`config.mk`:
```
export PLATFORM = sky130hd
export DESIGN_NAME = divisor_sequencial8
export DESIGN_NICKNAME = d
export VERILOG_FILES = /design/src/rtl/divisor_sequencial8.sv
export SDC_FILE = /design/constraint.sdc
export NUM_CORES = 1
export LEC_CHECK = 0
export ABC_AREA = 1
export CAP_MARGIN = 15
export CORE_UTILIZATION = 45
export DETAILED_ROUTE_END_ITERATION = 10
export PLACE_DENSITY = 0.71
export SETUP_SLACK_MARGIN = 0.05
export SLEW_MARGIN = 20
export SYNTH_ARGS = -nofsm -noshare
export SYNTH_HDL_FRONTEND = slang
export SYNTH_SLANG_ARGS = --single-unit
```
`constraint.sdc`:
```
create_clock -name CLOCK -period 1.9 [get_ports CLOCK]
set_input_delay 0.19 -clock CLOCK [delete_from_list [all_inputs] [get_ports CLOCK]]
set_output_delay 0.19 -clock CLOCK [all_outputs]
set_load 0.005 [all_outputs]
```
`src/rtl/divisor_sequencial8.sv`:
```
// Sequential restoring divider, one quotient bit per clock.
// Responder side of the START/Pronto handshake used by the RPN control path:
// the requester pulses START with A and B valid, then waits for Pronto and
// picks up Quociente, Resto, Erro and TemResto.
//
// state      | meaning
// -----------+------------------------------------------------------------
// OCIOSO     | idle after reset, waiting for START
// CALCULA    | one restoring step per edge, LARGURA steps in total
// DIV_ZERO   | divisor was 0; one-cycle pause before publishing the error
// CONCLUIDO  | results published, Pronto held; START here starts a new op
//
// DIV_ZERO keeps the divide-by-zero latency at one cycle (Pronto after the
// edge following acceptance) without raising Ocupado.
// LARGURA must be at least 2.

module divisor_sequencial8 #(
   parameter int LARGURA = 8
) (
   input  logic               CLOCK,
   input  logic               RESET,
   input  logic               START,
   input  logic [LARGURA-1:0] A,
   input  logic [LARGURA-1:0] B,
   output logic [LARGURA-1:0] Quociente,
   output logic [LARGURA-1:0] Resto,
   output logic               Erro,
   output logic               TemResto,
   output logic               Ocupado,
   output logic               Pronto
);

   localparam int CNT_W = (LARGURA > 1) ? $clog2(LARGURA) : 1;
   localparam logic [CNT_W-1:0] ULTIMO = CNT_W'(LARGURA - 1);

   typedef enum logic [1:0] {
      OCIOSO    = 2'd0,
      CALCULA   = 2'd1,
      DIV_ZERO  = 2'd2,
      CONCLUIDO = 2'd3
   } estado_t;

   estado_t            estado, estado_prox;

   // dividendo doubles as the quotient: dividend bits leave at the MSB while
   // quotient bits enter at the LSB.
   logic [LARGURA-1:0] dividendo, dividendo_prox;
   logic [LARGURA-1:0] divisor, divisor_prox;
   logic [LARGURA-1:0] parcial, parcial_prox;
   logic [CNT_W-1:0]   contador, contador_prox;

   logic [LARGURA-1:0] quociente_prox, resto_prox;
   logic               erro_prox, tem_resto_prox, ocupado_prox, pronto_prox;

   // One restoring step. The shifted partial remainder carries an extra bit
   // so the compare cannot overflow; after a successful subtract the result
   // is below the divisor, so the low LARGURA bits of the difference suffice.
   logic [LARGURA:0]   deslocado;
   logic               cabe;
   logic [LARGURA-1:0] subtraido;
   logic [LARGURA-1:0] parcial_passo;
   logic [LARGURA-1:0] quociente_passo;

   // Datapath for a single restoring iteration.
   always_comb begin
      deslocado       = {parcial, dividendo[LARGURA-1]};
      cabe            = (deslocado >= {1'b0, divisor});
      subtraido       = deslocado[LARGURA-1:0] - divisor;
      parcial_passo   = cabe ? subtraido : deslocado[LARGURA-1:0];
      quociente_passo = {dividendo[LARGURA-2:0], cabe};
   end

   // Next-state and next-output logic; everything holds unless changed.
   always_comb begin
      estado_prox    = estado;
      dividendo_prox = dividendo;
      divisor_prox   = divisor;
      parcial_prox   = parcial;
      contador_prox  = contador;
      quociente_prox = Quociente;
      resto_prox     = Resto;
      erro_prox      = Erro;
      tem_resto_prox = TemResto;
      ocupado_prox   = Ocupado;
      pronto_prox    = Pronto;

      unique case (estado)
         OCIOSO, CONCLUIDO: begin
            if (START) begin
               dividendo_prox = A;
               divisor_prox   = B;
               parcial_prox   = '0;
               contador_prox  = '0;
               pronto_prox    = 1'b0;
               if (B == '0) begin
                  estado_prox  = DIV_ZERO;
                  ocupado_prox = 1'b0;
               end else begin
                  estado_prox  = CALCULA;
                  ocupado_prox = 1'b1;
               end
            end
         end

         CALCULA: begin
            parcial_prox   = parcial_passo;
            dividendo_prox = quociente_passo;
            contador_prox  = contador + CNT_W'(1);
            if (contador == ULTIMO) begin
               estado_prox    = CONCLUIDO;
               quociente_prox = quociente_passo;
               resto_prox     = parcial_passo;
               erro_prox      = 1'b0;
               tem_resto_prox = (parcial_passo != '0);
               ocupado_prox   = 1'b0;
               pronto_prox    = 1'b1;
            end
         end

         DIV_ZERO: begin
            estado_prox    = CONCLUIDO;
            quociente_prox = '0;
            resto_prox     = dividendo;
            erro_prox      = 1'b1;
            tem_resto_prox = (dividendo != '0);
            ocupado_prox   = 1'b0;
            pronto_prox    = 1'b1;
         end

         default: begin
            estado_prox = OCIOSO;
         end
      endcase
   end

   // State, working registers and published outputs; reset drops everything.
   always_ff @(posedge CLOCK or negedge RESET) begin
      if (!RESET) begin
         estado    <= OCIOSO;
         dividendo <= '0;
         divisor   <= '0;
         parcial   <= '0;
         contador  <= '0;
         Quociente <= '0;
         Resto     <= '0;
         Erro      <= 1'b0;
         TemResto  <= 1'b0;
         Ocupado   <= 1'b0;
         Pronto    <= 1'b0;
      end else begin
         estado    <= estado_prox;
         dividendo <= dividendo_prox;
         divisor   <= divisor_prox;
         parcial   <= parcial_prox;
         contador  <= contador_prox;
         Quociente <= quociente_prox;
         Resto     <= resto_prox;
         Erro      <= erro_prox;
         TemResto  <= tem_resto_prox;
         Ocupado   <= ocupado_prox;
         Pronto    <= pronto_prox;
      end
   end

endmodule

```
==> impl_metrics.json <==
{
  "worst_pin_slew_ns": 0.458,
  "yosysSeqAreaShare": 0.457,
  "synth_edf_count": 0,
  "p_sw_frac": 0.439,
  "syn_area_per_cell_um2": 8.08,
  "reg2regPathDepth": 14,
  "period_share": 1.08,
  "port_buffers": 38,
  "combPwrFrac": 0.691,
  "max-vdd-ir-drop_v": 0.00109,
  "nets": 454,
  "overflow": 0,
  "antenna_cells": 0,
  "rr_endpoint": "TemResto",
  "die_w_um": 79.2,
  "seqPwrFrac": 0.223,
  "syn-num-nets": 364,
  "io_pins": 39,
  "drtIter0Drc": 195,
  "fmax_ghz": 0.486,
  "crit_arrival_ns": 2.26,
  "nFillCells": 423,
  "root_buffer": "clkbuf_8",
  "die_area_um2": 6270,
  "worst_hold_slack_ns": 0.367,
  "num_vias": 2604,
  "cts_htree_levels": 2,
  "clk-insertion-delay-late_ns": 0.30,
  "finalSetupTns_ns": -0.332,
  "layout_min_cycle_time_ns": 2.06,
  "cts_buffers": 5,
  "layoutNonFillerInstCount": 494,
  "synthCells": 332,
  "synth_area_um2": 2680,
  "via_per_inst": 5.27,
  "r2r-start": "dividendo[7]",
  "drive_above_1_share": 0.355,
  "place_congestion": 0.890,
  "avgRoutedWirePerCell_um": 14.8,
  "crit_type": "flop to flop",
  "min_path_type": "input port to asynchronous set/reset pin",
  "drv_cap": 0,
  "final_common_cell": "nand2_1",
  "status": "finished, violations left",
  "ant_nets": 0,
  "place_ws_ns": -0.124,
  "drv_slew": 0,
  "grt_pass1_wl_um": 11200,
  "rsz0062_at_grt": "yes",
  "cts_tree": "done",
  "routed_wl_um": 7310,
  "drc": 0,
  "clock-sinks": 49,
  "syn2layout_area_growth_pct": 49.4,
  "worstPathMaxFanout": 3,
  "synth-seq-cells": 49,
  "violations": "negative setup slack",
  "antenna_found_initial": 0,
  "synth-async-reset-ratio": 1.00,
  "power_mw": 8.30,
  "slew_headroom": 0.695,
  "cp-start-kind": "flop",
  "grt.total_usage": 0.232,
  "clock_skew_ns": 0.00757,
  "hpwl_um": 4850,
  "die_height_um": 79.2,
  "final_cell_mix": "nand2_1 (53), dfrtp_1 (49), buf_4 (46)",
  "first_pass_iters": 5,
  "fp.coreArea_um2": 5610,
  "hold_viol": 0,
  "clockPowerShare": 0.086,
  "leakage_nw": 1.90,
  "synthFlopType": "dfrtp_1",
  "r2r_slack_ns": -0.16,
  "required_ns": 2.10,
  "clockBufferDepth": 2,
  "yosysUniqueCellTypes": 36,
  "grt_pass1_vias": 2466,
  "dpl.cell_count": 473,
  "worst_slack_ns": -0.160,
  "grt_max_degree": 31,
  "initial_core_util": 0.478,
  "rows": 27,
  "clkTransAtPathRegs_ns": 0.09,
  "internal_power_mw": 4.65,
  "finalSetupViolations": 9,
  "critPathCaptureType": "flop",
  "yosysWarnings": 0,
  "p_per_area_nw_per_um2": 2070,
  "p_switching_mw": 3.64
}
[cell type report]
class	instances	area (um2)	share of cell area
well taps	72	90.1	0.0225
clock buffers	5	68.8	0.0172
flip-flops and latches	49	1230	0.306
inverters	50	195	0.0487
clock inverters	2	35.0	0.00875
repair buffers	90	813	0.203
multi-input cells	226	1580	0.394
[power groups by stage]
| stage | clock network (mW) | registers [mW] | logic, mW |
|---|---|---|---|
| after CTS | 0.726 | 1.83 | 4.48 |
| after floorplan | 0 | 1.79 | 2.40 |
| after detailed placement | 0 | 1.81 | 4.21 |
| after global placement | 0 | 1.80 | 4.15 |
| final | 0.718 | 1.85 | 5.73 |
| after global routing | 0.770 | 1.90 | 6.24 |
[worst max-delay path, cell delays in order, from the launching register on]
cell	delay [ns]
dfrtp_1	0.39
inv_2	0.09
ha_4	0.14
inv_2	0.04
fa_2	0.43
a21oi_2	0.20
xnor2_2	0.11
nand2_2	0.08
nand2_2	0.06
inv_2	0.06
nand2_1	0.05
nor2_1	0.10
nand3_1	0.09
nand2_1	0.07
nand2_1	0.04
[registers in the layout, indices dropped and copies added (netlist names)]
register,flops
Quociente,8
Resto,8
dividendo,8
divisor,8
parcial,8
contador,3
estado,2
Erro,1
Ocupado,1
Pronto,1
TemResto,1
[metrics by stage]
step	util	instance area (um2)
after floorplan	-	2680
after global placement	0.614	3440
after detailed placement	0.614	3440
after CTS	0.652	3650
after global routing	0.714	4010
final	0.714	4010
[Yosys cell counts (2+ instances only)]
cell       n  share of area
nand2_1   77           0.11
dfrtp_1   49           0.46
inv_1     48          0.067
nor2_1    26          0.036
o21ai_0   25          0.047
a21oi_1   21          0.039
nand3_1   15          0.028
ha_1      12          0.056
o22ai_1    8          0.019
nand2_2    7          0.016
o211ai_1   7          0.020
clkbuf_1   5         0.0070
nor4_1     3         0.0070
xnor2_1    3         0.0098
buf_4      2         0.0056
nand4_1    2         0.0047
o21ai_2    2         0.0065
or2_2      2         0.0047
[kinds of logic after synthesis]
group,Yosys count,share of synthesized area
DFF,49,0.457
and+or+nand+nor,140,0.235
xor gates and xnor gates,3,0.00980
adders and majority gates,13,0.0635
AOI/OAI and AO/OA,68,0.145
muxes,1,0.00420
buffers and inverters,58,0.0854
[worst max path at each step]
| stage | startpoint | to |
|---|---|---|
| after global placement | divisor[6] | TemResto |
| after CTS | dividendo[7] | TemResto |
| final | dividendo[7] | TemResto |
| after global routing | divisor[6] | TemResto |
| after floorplan | parcial[3] | TemResto |
| after detailed placement | parcial[5] | TemResto |
[repair_timing]
| action | CTS | global route |
|---|---|---|
| hold endpoints to repair | 19 | 0 |
| gates resized for setup | 15 | 78 |
| pin swaps | 2 | 26 |
| gates cloned | 0 | 1 |
| hold buffers | 1 | 0 |
| setup buffers | 3 | 10 |
| endpoints found under the setup margin | 17 | 25 |
[metal layers]
metal  part of all wire  GRT usage
met1               0.42      0.308
met2               0.51      0.396
met3              0.048     0.0333
met4              0.024     0.0636
met5                  0          0
No activity file was read; power rests on OpenSTA's default activity.
